`config.mk`:
```
export PLATFORM = sky130hd
export DESIGN_NAME = ex_stage_md
export DESIGN_NICKNAME = d
export VERILOG_FILES = /design/src/rtl/ex_pkg.sv /design/src/rtl/ex_stage_md_md.sv /design/src/rtl/ex_stage_md.sv
export SDC_FILE = /design/constraint.sdc
export NUM_CORES = 2
export LEC_CHECK = 0
export ABC_AREA = 1
export BUFFER_PORTS_ARGS = -buffer_cell sky130_fd_sc_hd__buf_2
export CAP_MARGIN = 20
export CORE_ASPECT_RATIO = 1.5
export CORE_MARGIN = 5
export CORE_UTILIZATION = 40
export CTS_CLUSTER_DIAMETER = 100
export DETAILED_ROUTE_END_ITERATION = 8
export GPL_TIMING_DRIVEN = 0
export PLACE_DENSITY = 0.6
export SYNTH_ARGS = -nofsm -noshare
export SYNTH_HDL_FRONTEND = slang
export SYNTH_SLANG_ARGS = --single-unit
```
`constraint.sdc`:
```
create_clock -name clk_i -period 5.9 [get_ports clk_i]
set_input_delay 0.885 -clock clk_i [delete_from_list [all_inputs] [get_ports clk_i]]
set_output_delay 0.885 -clock clk_i [all_outputs]
set_load 0.01 [all_outputs]
```
`src/rtl/ex_pkg.sv`:
```
// ex_pkg: shared types for the execute stage.
// Holds the ALU opcode, RV32M funct3 and MD FSM state encodings, plus ALU/MD field widths.
package ex_pkg;
    localparam int ALU_OP_W = 4;
    localparam int MD_OP_W  = 3;
    typedef enum logic [ALU_OP_W-1:0] {
        ALU_ADD   = 4'd0,
        ALU_SUB   = 4'd1,
        ALU_SLL   = 4'd2,
        ALU_SLT   = 4'd3,
        ALU_SLTU  = 4'd4,
        ALU_XOR   = 4'd5,
        ALU_SRL   = 4'd6,
        ALU_SRA   = 4'd7,
        ALU_OR    = 4'd8,
        ALU_AND   = 4'd9,
        ALU_PASSB = 4'd10
    } alu_op_e;
    typedef enum logic [MD_OP_W-1:0] {
        MD_MUL    = 3'd0,
        MD_MULH   = 3'd1,
        MD_MULHSU = 3'd2,
        MD_MULHU  = 3'd3,
        MD_DIV    = 3'd4,
        MD_DIVU   = 3'd5,
        MD_REM    = 3'd6,
        MD_REMU   = 3'd7
    } md_op_e;
    typedef enum logic [1:0] {IDLE, MUL, DIV, DONE} md_state_e;
endpackage

```
`src/rtl/ex_stage_md_md.sv`:
```
// md_iter_unit: iterative RV32M multiply/divide, one bit per cycle.
// Ports: clk_i/rst_ni clock and async active-low reset; start_i/op_i/a_i/b_i launch an op in IDLE;
// flush_i aborts to IDLE; ack_i releases DONE; busy_o = not IDLE; done_o = DONE; result_o valid in DONE.
module md_iter_unit
    import ex_pkg::*;
#(
    parameter int XLEN = 32
) (
    input  logic            clk_i,
    input  logic            rst_ni,
    input  logic            start_i,
    input  logic            flush_i,
    input  logic            ack_i,
    input  logic [2:0]      op_i,
    input  logic [XLEN-1:0] a_i,
    input  logic [XLEN-1:0] b_i,
    output logic            busy_o,
    output logic            done_o,
    output logic [XLEN-1:0] result_o
);
    localparam int CW = $clog2(XLEN);
    md_state_e         r_state, w_next;
    logic [CW-1:0]     r_cnt;
    logic [2*XLEN-1:0] r_acc, w_step, w_prod;
    logic [XLEN-1:0]   r_b, w_a_mag, w_b_mag, w_quo, w_rem;
    logic [2:0]        r_op;
    logic              r_neg, w_neg, w_a_sgn, w_b_sgn, w_a_neg, w_b_neg;
    logic [XLEN:0]     w_sum, w_shift, w_diff;

    // op[2] splits divide from multiply; MULHSU keeps rs2 unsigned, MULHU/DIVU/REMU both
    assign w_a_sgn = op_i[2] ? ~op_i[0] : (op_i[1:0] != 2'b11);
    assign w_b_sgn = op_i[2] ? ~op_i[0] : ~op_i[1];
    assign w_a_neg = w_a_sgn & a_i[XLEN-1];
    assign w_b_neg = w_b_sgn & b_i[XLEN-1];
    assign w_a_mag = w_a_neg ? -a_i : a_i;
    assign w_b_mag = w_b_neg ? -b_i : b_i;
    // remainder follows the dividend; a zero divisor leaves the all-ones quotient unsigned
    assign w_neg = (op_i[2] & op_i[1]) ? w_a_neg : (w_a_neg ^ w_b_neg) & (~op_i[2] | (|b_i));

    // shift-add: upper half accumulates the multiplicand when the multiplier lsb is set
    assign w_sum   = {1'b0, r_acc[2*XLEN-1:XLEN]} + (r_acc[0] ? {1'b0, r_b} : '0);
    // restoring divide: upper half is the partial remainder, lower half shifts in quotient bits
    assign w_shift = r_acc[2*XLEN-1:XLEN-1];
    assign w_diff  = w_shift - {1'b0, r_b};
    assign w_step  = (r_state == MUL) ? {w_sum, r_acc[XLEN-1:1]}
                   : w_diff[XLEN]     ? {w_shift[XLEN-1:0], r_acc[XLEN-2:0], 1'b0}
                   :                    {w_diff[XLEN-1:0], r_acc[XLEN-2:0], 1'b1};

    assign w_prod   = r_neg ? -r_acc : r_acc;
    assign w_quo    = r_neg ? -r_acc[XLEN-1:0] : r_acc[XLEN-1:0];
    assign w_rem    = r_neg ? -r_acc[2*XLEN-1:XLEN] : r_acc[2*XLEN-1:XLEN];
    assign result_o = !r_op[2] ? ((r_op[1:0] == 2'b00) ? w_prod[XLEN-1:0] : w_prod[2*XLEN-1:XLEN])
                    : r_op[1] ? w_rem : w_quo;
    assign busy_o   = (r_state != IDLE);
    assign done_o   = (r_state == DONE);

    always_ff @(posedge clk_i or negedge rst_ni) begin
        if (!rst_ni) r_state <= IDLE;
        else         r_state <= w_next;
    end

    always_comb begin
        w_next = flush_i             ? IDLE
               : (r_state == IDLE)   ? (start_i ? (op_i[2] ? DIV : MUL) : IDLE)
               : (r_state == DONE)   ? (ack_i ? IDLE : DONE)
               : (r_cnt == CW'(XLEN-1)) ? DONE
               : r_state;
    end

    always_ff @(posedge clk_i or negedge rst_ni) begin
        if (!rst_ni) begin
            r_cnt <= '0;
            r_acc <= '0;
            r_b   <= '0;
            r_op  <= '0;
            r_neg <= 1'b0;
        end else if (r_state == IDLE && start_i) begin
            r_cnt <= '0;
            r_acc <= {{XLEN{1'b0}}, w_a_mag};
            r_b   <= w_b_mag;
            r_op  <= op_i;
            r_neg <= w_neg;
        end else if (r_state == MUL || r_state == DIV) begin
            r_cnt <= r_cnt + CW'(1);
            r_acc <= w_step;
        end
    end
endmodule

```
`src/rtl/ex_stage_md.sv`:
```
// ex_stage_md: execute stage with forwarding mux, ALU, branch compare, iterative RV32M unit and EX/MEM register.
// Ports: clk_i/rst_ni; enable_i advances, flush_i kills; valid_i/ready_o ID handshake; rs1/rs2/imm/pc/pc4 and
// fwd_data_i with fwd_sel_a/b select operands; asel/bsel/alu_sel/br_un steer the ALU and compare; md_en/md_op pick
// an M op; rd/regwen/memrw/wbsel/inst ride along; *_o registered EX/MEM outputs, alu_o/breq_o/brlt_o combinational.
module ex_stage_md
    import ex_pkg::*;
#(
    parameter int XLEN    = 32,
    parameter int NUM_FWD = 2,
    parameter bit MD_EN   = 1'b1
) (
    input  logic                       clk_i,
    input  logic                       rst_ni,
    input  logic                       enable_i,
    input  logic                       flush_i,
    input  logic                       valid_i,
    output logic                       ready_o,
    input  logic [XLEN-1:0]            rs1_i,
    input  logic [XLEN-1:0]            rs2_i,
    input  logic [XLEN-1:0]            imm_i,
    input  logic [XLEN-1:0]            pc_i,
    input  logic [XLEN-1:0]            pc4_i,
    input  logic [NUM_FWD*XLEN-1:0]    fwd_data_i,
    input  logic [$clog2(NUM_FWD+1)-1:0] fwd_sel_a_i,
    input  logic [$clog2(NUM_FWD+1)-1:0] fwd_sel_b_i,
    input  logic                       asel_i,
    input  logic                       bsel_i,
    input  logic [3:0]                 alu_sel_i,
    input  logic                       br_un_i,
    input  logic                       md_en_i,
    input  logic [2:0]                 md_op_i,
    input  logic [4:0]                 rd_i,
    input  logic                       regwen_i,
    input  logic                       memrw_i,
    input  logic [1:0]                 wbsel_i,
    input  logic [31:0]                inst_i,
    output logic                       valid_o,
    output logic [XLEN-1:0]            result_o,
    output logic [XLEN-1:0]            rs2_o,
    output logic [XLEN-1:0]            pc4_o,
    output logic [4:0]                 rd_o,
    output logic                       regwen_o,
    output logic                       memrw_o,
    output logic [1:0]                 wbsel_o,
    output logic [31:0]                inst_o,
    output logic [XLEN-1:0]            alu_o,
    output logic                       breq_o,
    output logic                       brlt_o,
    output logic                       busy_o
);
    localparam int SW  = $clog2(NUM_FWD+1);
    localparam int SHW = $clog2(XLEN);
    logic [XLEN-1:0] w_fa, w_fb, w_op_a, w_op_b, w_alu, w_md_res;
    logic [SHW-1:0]  w_shamt;
    logic            w_md, w_accept, w_alu_acc, w_busy, w_done;
    logic [XLEN-1:0] r_result, r_rs2, r_pc4, r_cap_rs2, r_cap_pc4;
    logic [31:0]     r_inst, r_cap_inst;
    logic [4:0]      r_rd, r_cap_rd;
    logic [1:0]      r_wbsel, r_cap_wbsel;
    logic            r_valid, r_regwen, r_memrw, r_cap_regwen, r_cap_memrw;

    // unmatched selects (0 or above NUM_FWD) fall back to the register file
    always_comb begin
        w_fa = rs1_i;
        w_fb = rs2_i;
        for (int k = 0; k < NUM_FWD; k++) begin
            if (fwd_sel_a_i == SW'(k + 1)) w_fa = fwd_data_i[k*XLEN +: XLEN];
            if (fwd_sel_b_i == SW'(k + 1)) w_fb = fwd_data_i[k*XLEN +: XLEN];
        end
    end

    assign w_op_a  = asel_i ? pc_i : w_fa;
    assign w_op_b  = bsel_i ? imm_i : w_fb;
    assign w_shamt = w_op_b[SHW-1:0];

    always_comb begin
        w_alu = '0;
        case (alu_op_e'(alu_sel_i))
            ALU_ADD:   w_alu = w_op_a + w_op_b;
            ALU_SUB:   w_alu = w_op_a - w_op_b;
            ALU_SLL:   w_alu = w_op_a << w_shamt;
            ALU_SLT:   w_alu = {{(XLEN-1){1'b0}}, $signed(w_op_a) < $signed(w_op_b)};
            ALU_SLTU:  w_alu = {{(XLEN-1){1'b0}}, w_op_a < w_op_b};
            ALU_XOR:   w_alu = w_op_a ^ w_op_b;
            ALU_SRL:   w_alu = w_op_a >> w_shamt;
            ALU_SRA:   w_alu = $unsigned($signed(w_op_a) >>> w_shamt);
            ALU_OR:    w_alu = w_op_a | w_op_b;
            ALU_AND:   w_alu = w_op_a & w_op_b;
            ALU_PASSB: w_alu = w_op_b;
            default:   w_alu = '0;
        endcase
    end

    assign alu_o  = w_alu;
    assign breq_o = (w_fa == w_fb);
    assign brlt_o = br_un_i ? (w_fa < w_fb) : ($signed(w_fa) < $signed(w_fb));

    // a flush in the accept cycle discards the instruction
    assign w_md      = MD_EN & md_en_i;
    assign w_accept  = valid_i & enable_i & ready_o & ~flush_i;
    assign w_alu_acc = w_accept & ~w_md;
    assign ready_o   = ~w_busy;
    assign busy_o    = w_busy;

    generate
        if (MD_EN) begin : g_md
            md_iter_unit #(.XLEN(XLEN)) u_md (
                .clk_i    (clk_i),
                .rst_ni   (rst_ni),
                .start_i  (w_accept & w_md),
                .flush_i  (flush_i),
                .ack_i    (enable_i),
                .op_i     (md_op_i),
                .a_i      (w_fa),
                .b_i      (w_fb),
                .busy_o   (w_busy),
                .done_o   (w_done),
                .result_o (w_md_res)
            );
        end else begin : g_no_md
            assign w_busy   = 1'b0;
            assign w_done   = 1'b0;
            assign w_md_res = '0;
        end
    endgenerate

    // control of an M op is held here until its result is ready
    always_ff @(posedge clk_i or negedge rst_ni) begin
        if (!rst_ni) begin
            r_cap_rd     <= '0;
            r_cap_regwen <= 1'b0;
            r_cap_memrw  <= 1'b0;
            r_cap_wbsel  <= '0;
            r_cap_inst   <= '0;
            r_cap_rs2    <= '0;
            r_cap_pc4    <= '0;
        end else if (w_accept && w_md) begin
            r_cap_rd     <= rd_i;
            r_cap_regwen <= regwen_i;
            r_cap_memrw  <= memrw_i;
            r_cap_wbsel  <= wbsel_i;
            r_cap_inst   <= inst_i;
            r_cap_rs2    <= w_fb;
            r_cap_pc4    <= pc4_i;
        end
    end

    always_ff @(posedge clk_i or negedge rst_ni) begin
        if (!rst_ni) begin
            r_valid  <= 1'b0;
            r_regwen <= 1'b0;
            r_memrw  <= 1'b0;
            r_result <= '0;
            r_rs2    <= '0;
            r_pc4    <= '0;
            r_rd     <= '0;
            r_wbsel  <= '0;
            r_inst   <= '0;
        end else if (flush_i || (enable_i && !w_done && !w_alu_acc)) begin
            r_valid  <= 1'b0;
            r_regwen <= 1'b0;
            r_memrw  <= 1'b0;
        end else if (enable_i) begin
            r_valid  <= 1'b1;
            r_regwen <= w_done ? r_cap_regwen : regwen_i;
            r_memrw  <= w_done ? r_cap_memrw : memrw_i;
            r_result <= w_done ? w_md_res : w_alu;
            r_rs2    <= w_done ? r_cap_rs2 : w_fb;
            r_pc4    <= w_done ? r_cap_pc4 : pc4_i;
            r_rd     <= w_done ? r_cap_rd : rd_i;
            r_wbsel  <= w_done ? r_cap_wbsel : wbsel_i;
            r_inst   <= w_done ? r_cap_inst : inst_i;
        end
    end

    assign valid_o  = r_valid;
    assign regwen_o = r_regwen;
    assign memrw_o  = r_memrw;
    assign result_o = r_result;
    assign rs2_o    = r_rs2;
    assign pc4_o    = r_pc4;
    assign rd_o     = r_rd;
    assign wbsel_o  = r_wbsel;
    assign inst_o   = r_inst;
endmodule

```
* After elaboration in Yosys (flattened, before gate mapping)
Cells that the tools add are included.
** Operators by class
- Shifts and indexed selects :: 3
- Add/subtract/negate cells :: 10
- Reductions and logical operators :: 17
- Equality and inequality tests :: 20
- Mux-type cells :: 47
- Bitwise logic cells :: 21
- Magnitude comparators :: 4
** Operators by type and width (count)
- $mux W32 :: 18
- $pmux W32 S11 :: 1
- $mux W64 :: 5
- $lt A32 B32 Y1 :: 4
- $neg A32 Y32 :: 4
- $neg A64 Y64 :: 1
- $add A32 B33 Y33 :: 1
- $sub A33 B32 Y33 :: 1
- $add A32 B32 Y32 :: 1
- $and A32 B32 Y32 :: 1
- $eq A32 B32 Y1 :: 1
- $or A32 B32 Y32 :: 1
- $reduce_or A32 Y1 :: 1
- $shl A32 B5 Y32 :: 1
- $shr A32 B5 Y32 :: 1
- $sshr A32 B5 Y32 :: 1
- $sub A32 B32 Y32 :: 1
- $xor A32 B32 Y32 :: 1
- $eq A4 B3 Y1 const B :: 4
- $mux W2 :: 8
- $mux W5 :: 3
- $eq A4 B4 Y1 const B :: 3
- $mux W1 :: 12
- $and A1 B1 Y1 :: 9
- 18 further kinds :: 38
** Word-level totals
- Input port bits :: 285
- Word-level logic and storage cells :: 144
- Flip-flop bits (word level) :: 350

* Logic depth before layout (Yosys ltp)
- Word-level depth :: 10
- Mapped depth :: 28
- Mapped depth without buffers :: 27

* By module
From an unflattened synthesis, not the netlist that was laid out.
** Second synthesis, totals
- Cell total of the unflattened synthesis :: 6604
- Area, all modules :: 38663.3 µm²
** Modules (own cells, without submodules)
- ex_stage_md :: times used 1, cells an instance 3829, area an instance 23278.6 µm²
- md_iter_unit :: times used 1, cells an instance 2775, area an instance 15384.8 µm²

* Least setup slack after synthesis
Ideal clock, no wire load.
- Path type :: input -> output
- Start point :: input bsel_i
- End point :: output alu_o[16]
- Slack :: 1.089 ns
- Arrival time :: 3.926 ns
- Buffers on the path :: 5
- Cell stages on the path :: 19
- Cell sequence :: buf_2 -> inv_1 -> buf_2 -> nand3_1 -> nand2_1 -> buf_2 -> buf_1 -> ha_1 -> buf_2 -> o211ai_1 -> a21oi_1 -> o21ai_0 -> nand2_1 -> nand2_1 -> a21oi_1 -> o21ai_0 -> nand2_1 -> nor2_1 -> nand3_1
** On the way
- Longest elaborated chain between the ends :: 3
- Elaborated cells between the ends (all ways) :: 10
- Those cells by class :: 2 x add/sub; 3 x shift; 2 x mux; 3 x bitwise
** RTL lines
- start: declaration :: line ex_stage_md.sv:27 : input logic bsel_i,
- $mux W32 * :: line ex_stage_md.sv:73 : assign w_op_b = bsel_i ? imm_i : w_fb;
- $sub A32 B32 Y32 (tied with other cells) :: line ex_stage_md.sv:80 : ALU_SUB: w_alu = w_op_a - w_op_b;
- $pmux W32 S11 * :: line ex_stage_md.sv:78 : case (alu_op_e'(alu_sel_i))
- end: declaration :: line ex_stage_md.sv:46 : output logic [XLEN-1:0] alu_o,
Every way passes the cells marked *; elsewhere a longest branch is shown, timed or not.

* Final worst setup path
- Start point :: input asel_i
- End point :: output alu_o[11]
** On the way
- Longest elaborated chain between the ends :: 3
- Elaborated cells between the ends (all ways) :: 10
- Those cells by class :: 2 x add/sub; 3 x shift; 2 x mux; 3 x bitwise
** RTL lines
- start: declaration :: line ex_stage_md.sv:26 : input logic asel_i,
- $mux W32 * :: line ex_stage_md.sv:72 : assign w_op_a = asel_i ? pc_i : w_fa;
- $sub A32 B32 Y32 (tied with other cells) :: line ex_stage_md.sv:80
- $pmux W32 S11 * :: line ex_stage_md.sv:78
Marked as above.

==> reports/results.tsv <==
stage	metric	value	unit
floorplan	num_rows	137	
floorplan	die_area	99190	sq um
critical_path	crit_path_cell_trace	buf_2 > inv_1 > buf_2 > buf_4 > nand3_1 > nand2_2 > inv_1 > ha_2 > nand2_1 > nor2_2 > nand4_1 > nand3_1 > a21oi_1 > o21ai_2 > o211ai_1 > nor2_2 > nand3_1 > nor2_4 > inv_1 > buf_2	
placed_design	io_buffers	456	
timing	fmax	0.1670	GHz
floorplan	die_h	383.2	um
synthesis	synth_cells	6239	
synthesis	synth_most_common_cell	nand2_1	
placed_design	placed_area	41230	sq um
synthesis	syn_avg_cell_area	5.954	sq um
critical_path	cpPeakStageDelay	0.47	ns
timing	finalMaxSlewViolations	0	
finish	nNetsFinal	7273	
power	irDropWorstVdd	0.2695	mV
placed_design	gp_congestion	1.151	
floorplan	fp.coreArea	92560	sq um
timing	fin_ws	-0.08783	ns
routing	ant_nets	0	
synthesis	synthAdderAreaFrac	0.07188	
critical_path	critPathBufInv	7	
clock_tree	hold_buffers	0	
clock_tree	numCtsBuffers	41	
synthesis	synth_warnings	0	
critical_path	reg2reg_from	g_md.u_md.r_acc[0]$_DFFE_PN0P_	
global_routing	antenna_found_initial	11	
floorplan	ios	459	
synthesis	synth_nets	6735	
clock_tree	clockBufferDepth	3	
run_status	violations	setup timing	
global_routing	overflow	0	
timing	worstMarginPinSlew	1.209	ns
finish	fillerInstances	10300	
timing	finalHoldViolCount	0	
power	powerDensity	451.8	nW/um^2
timing	slew_headroom	0.1942	
synthesis	netlist_area	37150	sq um
timing	grt_setup_unrepaired	true	
routing	drt_iter0_markers	5637	
synthesis	ys_seq_area_frac	0.2358	
clock_tree	cts_root_buffer	clkbuf_16	
clock_tree	cts_tree	built	
timing	period_needed	5.988	ns
routing	first_pass_iters	9	
global_routing	grt_max_degree	111	
finish	syn2layout_area_growth	18.00	%
synthesis	synth_area_leaders	dfrtp_1, nand2_1, nand3_1	
critical_path	crit_required	5.02	ns
global_routing	grt_pass1_vias	46680	
timing	tns	-0.1741	ns
critical_path	crit_arrival	5.10	ns
finish	drive_above_1_share	0.1354	
critical_path	crit_path_start_kind	primary input	
routing	drt-vias-per-instance	6.061	
routing	drt-wirelength-per-cell	29.86	um
finish	final_cell_area	43840	sq um
floorplan	die_w	258.8	um
synthesis	synth_edf_count	0	
routing	routed_wl	238800	um
synthesis	synth_top_flop_cell	dfrtp_1	
synthesis	async_flop_share	1.000	
global_routing	grtUsageTotal	0.4584	
synthesis	synth_common_cells	nand2_1, nand3_1, inv_1, nor2_1, o21ai_0	
timing	setup_viol	4	
critical_path	crit_slowest_cell	ha_2	
critical_path	cp-end-kind	output port	
critical_path	cp_num_cells	20	
synthesis	synth_top_family_by_area	simple AND/OR/NAND/NOR gates	
synthesis	synth.area.mux_share	0.001145	
synthesis	synth_largest_area_cell	dfrtp_1	
critical_path	worst-r2r-cell-count	17	
clock_tree	htreeDepth	2	
critical_path	cp_top_family	simple AND/OR/NAND/NOR gates	
synthesis	yosysTopAreaCellShare	0.2358	
hold_path	holdCritPathClass	primary input to asynchronous set/reset pin	
clock_tree	clk_latency	0.64	ns
synthesis	synth_xor_area_frac	0.02593	
critical_path	crit_type	primary input to output port	
placed_design	dp_hpwl	196900	um
timing	fin_skew	0.03187	ns
floorplan	start_util	0.4013	
clock_tree	clkTransAtPathRegs	0.08	ns
routing	route.detailed.drc	0	
critical_path	crit_start	asel_i	
power	leakagePower	22.59	nW
synthesis	synth-seq-cells	350	
timing	whs	0.2086	ns
synthesis	ys_types	63	
placed_design	pre_cts_ws	-1.824	ns
routing	vias	48470	
critical_path	cp_max_fo	10	
global_routing	grt_pass1_wl	330700	um
flow_run	drv_cap	0	
synthesis	yosys.area_share.simple	0.3833	
clock_tree	cts_sinks	350	
synthesis	synth_compound_area_frac	0.1798	
run_status	status	finished, violations left	
timing	post-route-period-util	1.015	
worst paths after layout:
path                                              endpoint  slack, ns
max                                              alu_o[11]      -0.09
min                        g_md.u_md.r_acc[43]$_DFFE_PN0P_       0.21
min reg2reg                 g_md.u_md.r_cnt[3]$_DFFE_PN0P_       0.47
max reg2reg                       result_o[24]$_DFFE_PN0P_       1.38
max in group asynchronous         result_o[28]$_DFFE_PN0P_       4.61
min in group clk_i               r_cap_pc4[25]$_DFFE_PN0P_       0.47
registers in the layout, summed over array words and instances (netlist names):
| signal | cells |
|---|---|
| g_md.u_md.r_neg | 1 |
| result_o | 32 |
| regwen_o | 1 |
| rd_o | 5 |
| g_md.u_md.r_cnt | 5 |
| g_md.u_md.r_op | 3 |
| pc4_o | 32 |
| valid_o | 1 |
| r_cap_memrw | 1 |
| r_cap_inst | 32 |
| rs2_o | 32 |
| g_md.u_md.r_b | 32 |
| r_cap_regwen | 1 |
| r_cap_rd | 5 |
| g_md.u_md.r_acc | 64 |
| r_cap_pc4 | 32 |
| inst_o | 32 |
| g_md.u_md.r_state | 2 |
| r_cap_wbsel | 2 |
| r_cap_rs2 | 32 |
| wbsel_o | 2 |
| memrw_o | 1 |
layout make-up:
type                            count  area (sq um)  share of cell area
Timing Repair Buffer              512          2925             0.06673
Clock buffer                       58          1190             0.02714
Sequential cell                   350          8758              0.1998
Inverter                          675          2549             0.05814
Buffer                            277          1284             0.02928
Tap cell                         1181          1478             0.03371
Multi-Input combinational cell   4920         25410              0.5796
Clock inverter                     16         222.7            0.005081
Antenna cell                        8         20.02           0.0004567
logic make-up (layout without fill, tap and decap cells):
group	after synthesis	count (layout)
buffers and inverters	969	1538
other	0	8
muxes	4	4
and+or+nand+nor	3417	3417
DFF	350	350
AOI/OAI and AO/OA	1178	1178
adders and majority gates	211	211
xor gates and xnor gates	110	110
per-layer routing:
layer	share of wire	GRT usage
met1	0.34	0.4902
met2	0.45	0.7407
met3	0.082	0.08919
met4	0.13	0.4558
met5	0.000054	0
report_power, final:
part | switching (mW) | internal (mW)
combinational | 8.69 | 3.72
sequential | 1.16 | 3.49
clock | 1.22 | 1.52
total | 11.1 | 8.73
stage by stage:
stage | power [mW] | cells | utilization
finish | 19.80 | 7997 | 0.4736
global route | 20.84 | 7994 | 0.4735
CTS | 19.24 | 7975 | 0.4672
detailed placement | 16.32 | 7897 | 0.4454
global placement | 16.22 | 7876 | 0.4419
floorplan | 11.38 | 6239 | -
placed cells by master (no fill, tap or decap), types with 24 or more instances in the layout:
master     netlist  layout
nand2_1       1932    1894
nand3_1        685     673
inv_1          658     649
nor2_1         563     541
buf_2           51     499
a21oi_1        390     368
o21ai_0        394     363
dfrtp_1        350     350
ha_1           207     189
clkbuf_1       187     174
a31oi_1         98      98
xor2_1          77      77
nand4_1         70      70
nor3_1          61      59
o21ai_1         51      53
buf_4           18      52
or2_2           49      49
o211ai_1        47      47
clkbuf_16        0      41
nand2_2          6      39
xnor2_1         33      33
o22ai_1         31      31
buf_1           34      28
nor2_2          10      24
repair_timing:
action,CTS,global route
setup endpoints to repair,41,28
gates resized for setup,158,127
pin swaps,16,18
cloned,0,0
setup buffers,18,16
No activity file was read; power rests on OpenSTA's default activity.
